[config.mk]
export PLATFORM = sky130hd
export DESIGN_NAME = vec_fma_result_fifo
export DESIGN_NICKNAME = d
export VERILOG_FILES = /design/src/rtl/vec_fma_result_fifo.sv
export SDC_FILE = /design/constraint.sdc
export NUM_CORES = 1
export LEC_CHECK = 0
export BUFFER_PORTS_ARGS = -buffer_cell sky130_fd_sc_hd__buf_2
export CELL_PAD_IN_SITES_DETAIL_PLACEMENT = 1
export CELL_PAD_IN_SITES_GLOBAL_PLACEMENT = 2
export CORE_MARGIN = 2
export CORE_UTILIZATION = 51
export CTS_CLUSTER_DIAMETER = 150
export CTS_CLUSTER_SIZE = 20
export DETAILED_ROUTE_END_ITERATION = 16
export GPL_TIMING_DRIVEN = 0
export PLACE_DENSITY = 0.88
export SLEW_MARGIN = 15
export SYNTH_ARGS = -nofsm -noshare
export SYNTH_HDL_FRONTEND = slang
export SYNTH_SLANG_ARGS = --single-unit
[constraint.sdc]
create_clock -name aclk -period 5.05 [get_ports aclk]
set_input_delay 0.7575 -clock aclk [delete_from_list [all_inputs] [get_ports aclk]]
set_output_delay 0.7575 -clock aclk [all_outputs]
set_load 0.01 [all_outputs]
[src/rtl/vec_fma_result_fifo.sv]
// Result buffer behind the 3-lane vector FMA. Stores every vec3 result until
// the consumer takes it, and hands out issue credits so the FMA never needs
// to stall: an operand set is launched only when a slot is reserved for it.
module vec_fma_result_fifo #(
  parameter int SIZE  = 32,
  parameter int DEPTH = 16
) (
  input  logic                         aclk,
  input  logic                         aresetn,
  input  logic                         issue_fire,
  output logic                         issue_ok,
  input  logic [3*SIZE-1:0]            s_axis_result_tdata,
  input  logic                         s_axis_result_tvalid,
  output logic                         s_axis_result_tready,
  output logic [3*SIZE-1:0]            m_axis_result_tdata,
  output logic                         m_axis_result_tvalid,
  input  logic                         m_axis_result_tready,
  output logic [$clog2(DEPTH+1)-1:0]   occupancy,
  output logic [$clog2(DEPTH+1)-1:0]   inflight,
  output logic                         err_overrun,
  output logic                         err_unexpected
);

  localparam int LANES = 3;
  localparam int AW    = $clog2(DEPTH);
  localparam int CW    = $clog2(DEPTH+1);

  localparam logic [AW-1:0] PTR_ONE = AW'(1);
  localparam logic [CW-1:0] CNT_ONE = CW'(1);
  localparam logic [CW-1:0] DEPTH_C = CW'(DEPTH);
  localparam logic [CW:0]   DEPTH_W = (CW+1)'(DEPTH);

  logic [AW-1:0] wr_ptr_q, wr_ptr_d;
  logic [AW-1:0] rd_ptr_q, rd_ptr_d;
  logic [CW-1:0] occ_q, occ_d;
  logic [CW-1:0] infl_q, infl_d;
  logic          tready_q, tready_d;
  logic          issue_ok_q, issue_ok_d;
  logic          err_overrun_q, err_overrun_d;
  logic          err_unexpected_q, err_unexpected_d;
  logic [CW:0]   sum_d;
  logic          wr_en, rd_en, iss_en, credit_ret;

  // Event decode and next-state for pointers, counters, flow flags and errors.
  always_comb begin
    wr_en      = s_axis_result_tvalid & tready_q;
    rd_en      = (occ_q != '0) & m_axis_result_tready;
    iss_en     = issue_fire & issue_ok_q;
    // A result only returns a credit if one was actually outstanding.
    credit_ret = wr_en & (infl_q != '0);

    wr_ptr_d = wr_en ? (wr_ptr_q + PTR_ONE) : wr_ptr_q;
    rd_ptr_d = rd_en ? (rd_ptr_q + PTR_ONE) : rd_ptr_q;

    occ_d = occ_q;
    if (wr_en && !rd_en) begin
      occ_d = occ_q + CNT_ONE;
    end else if (rd_en && !wr_en) begin
      occ_d = occ_q - CNT_ONE;
    end

    infl_d = infl_q;
    if (iss_en && !credit_ret) begin
      infl_d = infl_q + CNT_ONE;
    end else if (credit_ret && !iss_en) begin
      infl_d = infl_q - CNT_ONE;
    end

    // One bit wider so stored+reserved can never wrap in the compare.
    sum_d      = {1'b0, occ_d} + {1'b0, infl_d};
    issue_ok_d = (sum_d < DEPTH_W);
    tready_d   = (occ_d != DEPTH_C);

    err_overrun_d    = err_overrun_q | (issue_fire & ~issue_ok_q);
    err_unexpected_d = err_unexpected_q |
                       (s_axis_result_tvalid & ((infl_q == '0) | (occ_q == DEPTH_C)));
  end

  // State registers; the flow flags stay low until the first edge after reset.
  always_ff @(posedge aclk or negedge aresetn) begin
    if (!aresetn) begin
      wr_ptr_q         <= '0;
      rd_ptr_q         <= '0;
      occ_q            <= '0;
      infl_q           <= '0;
      tready_q         <= 1'b0;
      issue_ok_q       <= 1'b0;
      err_overrun_q    <= 1'b0;
      err_unexpected_q <= 1'b0;
    end else begin
      wr_ptr_q         <= wr_ptr_d;
      rd_ptr_q         <= rd_ptr_d;
      occ_q            <= occ_d;
      infl_q           <= infl_d;
      tready_q         <= tready_d;
      issue_ok_q       <= issue_ok_d;
      err_overrun_q    <= err_overrun_d;
      err_unexpected_q <= err_unexpected_d;
    end
  end

  // One storage array per lane; the head is read straight from rd_ptr so it
  // falls through one cycle after the write and holds while not accepted.
  for (genvar gi = 0; gi < LANES; gi++) begin : g_lane
    logic [SIZE-1:0] lane_mem [DEPTH];

    // Lane write port; contents are not reset, the counters gate visibility.
    always_ff @(posedge aclk) begin
      if (wr_en) begin
        lane_mem[wr_ptr_q] <= s_axis_result_tdata[gi*SIZE +: SIZE];
      end
    end

    assign m_axis_result_tdata[gi*SIZE +: SIZE] = lane_mem[rd_ptr_q];
  end

  assign m_axis_result_tvalid = (occ_q != '0);
  assign s_axis_result_tready = tready_q;
  assign issue_ok             = issue_ok_q;
  assign occupancy            = occ_q;
  assign inflight             = infl_q;
  assign err_overrun          = err_overrun_q;
  assign err_unexpected       = err_unexpected_q;

endmodule
# Word level (Yosys, flattened, before mapping)
# Memories as Yosys holds them, arrays and structs flattened.
# Cells that the tools add are included.
[op_classes]
add_sub_neg = 7
n_lt_le_gt_ge = 1
eq_ne = 2
n_mux = 6
n_bitwise = 10
reduce_logical = 11
[ops]
columns = ["op", "n"]
rows = [
  ["two-way mux 5 bit", 4],
  ["adder 5 x 1 -> 5 bit, second input constant", 2],
  ["nonzero test 5 bit", 2],
  ["subtractor 5 x 1 -> 5 bit, second input constant", 2],
  ["adder 4 x 1 -> 4 bit, second input constant", 2],
  ["adder 5 x 5 -> 6 bit", 1],
  ["AND 1 bit", 6],
  ["< comparator 6 x 5 -> 1 bit, second input constant", 1],
  ["equality test 5 bit, second input constant", 1],
  ["zero test 5 bit", 1],
  ["!= test 5 bit, second input constant", 1],
  ["logical AND 1 bit", 4],
  ["zero test 1 bit", 4],
  ["OR 1 bit", 3],
  ["two-way mux 1 bit", 2],
  ["inverter 1 bit", 1],
]
[word_totals]
reg_bits = 22
ramBits = 1536
word_cells = 48
n_memories = 3
[memory_table]
columns = ["name", "words", "width", "rd", "rd_clocked_by_memory_dff", "write_ports", "line", "rtl"]
rows = [
  ["g_lane[0].lane_mem", 16, 32, 1, 0, 1, "105", "logic [SIZE-1:0] lane_mem [DEPTH];"],
  ["g_lane[1].lane_mem", 16, 32, 1, 0, 1, "105", ""],
  ["g_lane[2].lane_mem", 16, 32, 1, 0, 1, "105", ""],
]

# Depth between registers and ports, before layout
[depth]
word_depth = 7
depth_mapped = 11
ltp_nobuf = 10

# Worst setup path after synthesis
# OpenSTA, ideal clock, no wires.
[synth_timing]
kind = "input port to flip-flop"
from = "input s_axis_result_tvalid"
to = "memory g_lane[0].lane_mem[10][0] (enable)"
setup_ns = 0.465
t_arrival_ns = 3.591
required_time_ns = 4.585
slack_ns = 0.994
path_stages = 4
n_path_buf = 1
path_cell_list = "nand2_1 clkbuf_1 nor3b_1 and2_1"
[synth_between]
elab_chain_cells = 3
[synth_rtl]
columns = ["element", "line", "rtl"]
rows = [
  ["start, declared", "13", "input logic s_axis_result_tvalid,"],
  ["AND 1 bit", "46", "wr_en = s_axis_result_tvalid & tready_q;"],
  ["two-way mux 1 bit", "109", "if (wr_en) begin"],
  ["two-way mux 1 bit (implied by the code)", "110", "lane_mem[wr_ptr_q] <= s_axis_result_tdata[gi*SIZE +: SIZE];"],
  ["end, declared", "105", ""],
]
# No other way between the ends.

# Worst setup path in the final report
[layout_timing]
from = "register rd_ptr_q[1]"
to = "output m_axis_result_tdata[38]"
[layout_between]
elab_chain_cells = 1
[layout_rtl]
columns = ["element", "line", "rtl"]
rows = [
  ["start, declared", "34", "logic [AW-1:0] rd_ptr_q, rd_ptr_d;"],
  ["start signal, assigned", "92", "rd_ptr_q <= rd_ptr_d;"],
  ["memory (16 x 32 bit)", "-", ""],
  ["end, declared", "15", "output logic [3*SIZE-1:0] m_axis_result_tdata,"],
]
# No other way between the ends.

==> run metrics <==
NumNets Final=2722; CTS Buf Count=87; Starting Density=0.514; Seq cells post-synth=1558; R2R depth=7; multi-input logic area=11700 um^2; I/O Buffers=211; DRT Pass-1 Iters=7; Clock power frac=0.201; sequential-to-total area share from yosys stat=0.794; Placed Area=62800 um^2; P per Cell Area=538 nW/um^2; count of different cell masters after synthesis=45; die footprint=118000 um^2; mapped cell area=58800 um^2; clk root buf=clkbuf_16; Leak=0.0202 uW; Final Skew=24.3 ps; f_max=205 MHz; final-report hold violation count=0; clk_lat worst skew=680 ps; via count=26646; die width=344 um; Peak VDD IR=0.306 mV; fillcell total=9322; routed len/inst=35.3 um; Top-Level Pins=212; hold crit path type=input port to async pin; num rows=124; worst r2r src=s_axis_result_tready; FF-to-FF setup slack=1810 ps; Die Span Y=344 um; crit path launch type=flip-flop; max incr delay on CP=770 ps; crit end category=output port; CTS tree=built; remaining antenna violation count=0; Worst Tran Pin Value=1170 ps; CTS Buffer Depth=3; core area=114000 um^2; crit-path leading delay family=buffers and inverters; Req. time, crit path=4290 ps; CP bufs+invs=4; final setup fails=0; Post-synth top flop=edfxtp_1; first-pass GRT wire length=210000 um; switching part of the total=0.312; placer congestion estimate=0.756; htree depth=3; post-synthesis cell count=2269; Avg Inst Size Synth=25.9 um^2; crit-path cells=clkbuf_1 -> clkbuf_2 -> clkbuf_1 -> mux4_2 -> mux4_2 -> buf_2; final WL=147000 um; Detail Placement HPWL=89700 um; part of the power in registers=0.454; drt first-iter violations=3190; antenna violations before repair=33; synth warn=0; CP Max Fanout=10; grt total ovfl=0; NetSw=10900 uW; Tcrit/Tclk final=0.964; # DRC=0; GR Util All Layers=0.254; RSZ-0062 raised after global routing=no; internal power=24100 uW; reg2reg end=g_lane[1].lane_mem[11][14]; worst slack at placement=412 ps; Post-synth ARST share=0.0141; crit path kind=flip-flop to output port; Sequential Area=46700 um^2; status=complete, no violations; share of layout cells above drive strength 1=0.338; syn_nets=2381; area overhead of the layout relative to synthesis=10.7%; EDFF count, synth=1536; Reg clk slew, reported paths=80 ps; post-route cell area=65100 um^2; CP Data Arrival Time=4110 ps; largest net degree at the start of global routing=41; clock sinks=1558; CP max stage cell=clkbuf_1; final worst setup slack=182 ps; vias in the first global route=28847; Worst slew margin=0.218; Max Cap Violations=0; Final Critical Period=4870 ps; Slew Viols, Final=0; logic gate share of total power=0.345; Vias/cell=6.41
## placed cells by master, fill, tap and decap left out, types with 2 or more instances in the layout
cell type,count
o211ai_1,2
xnor2_1,10
nor4_1,2
o41ai_1,2
and3_4,4
dfrtp_1,22
and3_1,2
edfxtp_1,1536
diode_2,12
o31ai_1,2
a311oi_1,2
nand2b_1,2
and2_4,13
ha_1,11
buf_1,13
buf_2,244
inv_1,10
clkbuf_2,9
xor2_1,2
nor3_1,3
clkbuf_16,88
nand2_1,9
o21ai_0,2
inv_6,3
a21o_1,2
nand4_1,3
a21oi_1,4
mux2i_1,2
mux4_2,480
buf_12,23
or4_1,2
nor3b_1,2
buf_16,18
and2_1,4
nand3_1,7
clkbuf_1,71
## cells by family (layout without fill, tap and decap cells)
family / Yosys count / count (layout) / share of synthesized area
compound gates: 24 / 24 / 0.00319
xor+xnor: 12 / 12 / 0.00179
buf+inv: 122 / 483 / 0.00862
simple gates: 59 / 59 / 0.00594
other cells: 0 / 12 / 0
flops: 1558 / 1558 / 0.794
mux: 483 / 483 / 0.184
fa+ha+maj: 11 / 11 / 0.00234
## how the worst max path moves through the flow
stage                                     from                         to  slack (ps)  cells past startpoint
final                              rd_ptr_q[1]    m_axis_result_tdata[38]         180                      6
after global placement    s_axis_result_tvalid  g_lane[1].lane_mem[0][18]       -2220                      5
after floorplan           s_axis_result_tvalid  g_lane[0].lane_mem[10][0]         990                      4
after CTS                          rd_ptr_q[0]    m_axis_result_tdata[86]         110                      6
after detailed placement           rd_ptr_q[1]    m_axis_result_tdata[24]         410                      6
after global routing               rd_ptr_q[0]    m_axis_result_tdata[59]          20                      6
## power by group through the flow
stage	clock network, uW	logic [uW]	registers (uW)
floorplan	0	7430	16200
global placement	0	11600	16400
detailed placement	0	12200	16200
CTS	7150	12300	15900
global route	7490	12800	16000
finish	7040	12100	15900
## sequential cells by signal (all words and copies together), names as in the netlist
name	count
err_overrun	1
occupancy	5
rd_ptr_q	4
g_lane.lane_mem	1536
s_axis_result_tready	1
err_unexpected	1
issue_ok	1
wr_ptr_q	4
inflight	5
## cell type report
class | instances | area share
Tap cell | 1512 | 0.0291
Clock buffer | 105 | 0.0349
Buffer | 112 | 0.00747
Clock inverter | 4 | 0.000653
Sequential cell | 1558 | 0.717
Multi-Input combinational cell | 589 | 0.179
Antenna cell | 12 | 0.000461
Timing Repair Buffer | 252 | 0.0309
Inverter | 10 | 0.000576
## synth_stat cells (2+ instances only)
cell | number | share of area
xnor2_1 | 10 | 0.0015
or4_1 | 2 | 0.00026
xor2_1 | 2 | 0.00030
nand3_1 | 7 | 0.00060
o41ai_1 | 2 | 0.00030
o31ai_1 | 2 | 0.00026
inv_1 | 10 | 0.00064
nor4_1 | 2 | 0.00021
edfxtp_1 | 1536 | 0.78
o211ai_1 | 2 | 0.00026
a311oi_1 | 2 | 0.00030
buf_2 | 33 | 0.0028
a21oi_1 | 4 | 0.00034
dfrtp_1 | 22 | 0.0094
a21o_1 | 2 | 0.00026
buf_1 | 19 | 0.0012
and2_1 | 16 | 0.0017
nand2_1 | 9 | 0.00057
nand4_1 | 3 | 0.00032
nand2b_1 | 2 | 0.00021
mux2i_1 | 2 | 0.00034
and3_1 | 6 | 0.00064
nor3_1 | 3 | 0.00026
mux4_2 | 480 | 0.18
nor3b_1 | 2 | 0.00026
ha_1 | 11 | 0.0023
clkbuf_1 | 59 | 0.0038
o21ai_0 | 2 | 0.00017
## through the flow
step / power, uW / TNS [ps] / util / hold slack, ps / instances
after global placement: 27900 / -3058730 / 0.540 / 436 / 3992
after floorplan: 23600 / 0 / - / 462 / 2269
after CTS: 35400 / 0 / 0.569 / 60.0 / 4142
final: 35000 / 0 / 0.570 / 86.9 / 4154
after global routing: 36200 / 0 / 0.569 / 94.6 / 4152
after detailed placement: 28400 / 0 / 0.549 / 449 / 4033
## timing repair
| action | in CTS | in global routing |
|---|---|---|
| setup endpoints to repair | 96 | 1 |
| gates resized for setup | 4 | 1 |
| pin swaps | 0 | 0 |
| cloned | 0 | 0 |
| buffers inserted | 0 | 0 |
| hold buffers | 0 | 0 |
## routing by layer
layer | track usage | wire length, um | vias to the layer above
met4 | 0.0898 | 4560 | 32
met3 | 0.0513 | 11900 | 262
met2 | 0.433 | 75800 | 1322
li1 | - | - | 10553
met1 | 0.329 | 54200 | 14477
met5 | 0 | 215 | -
Note: power is estimated with default switching activity, not from simulation.
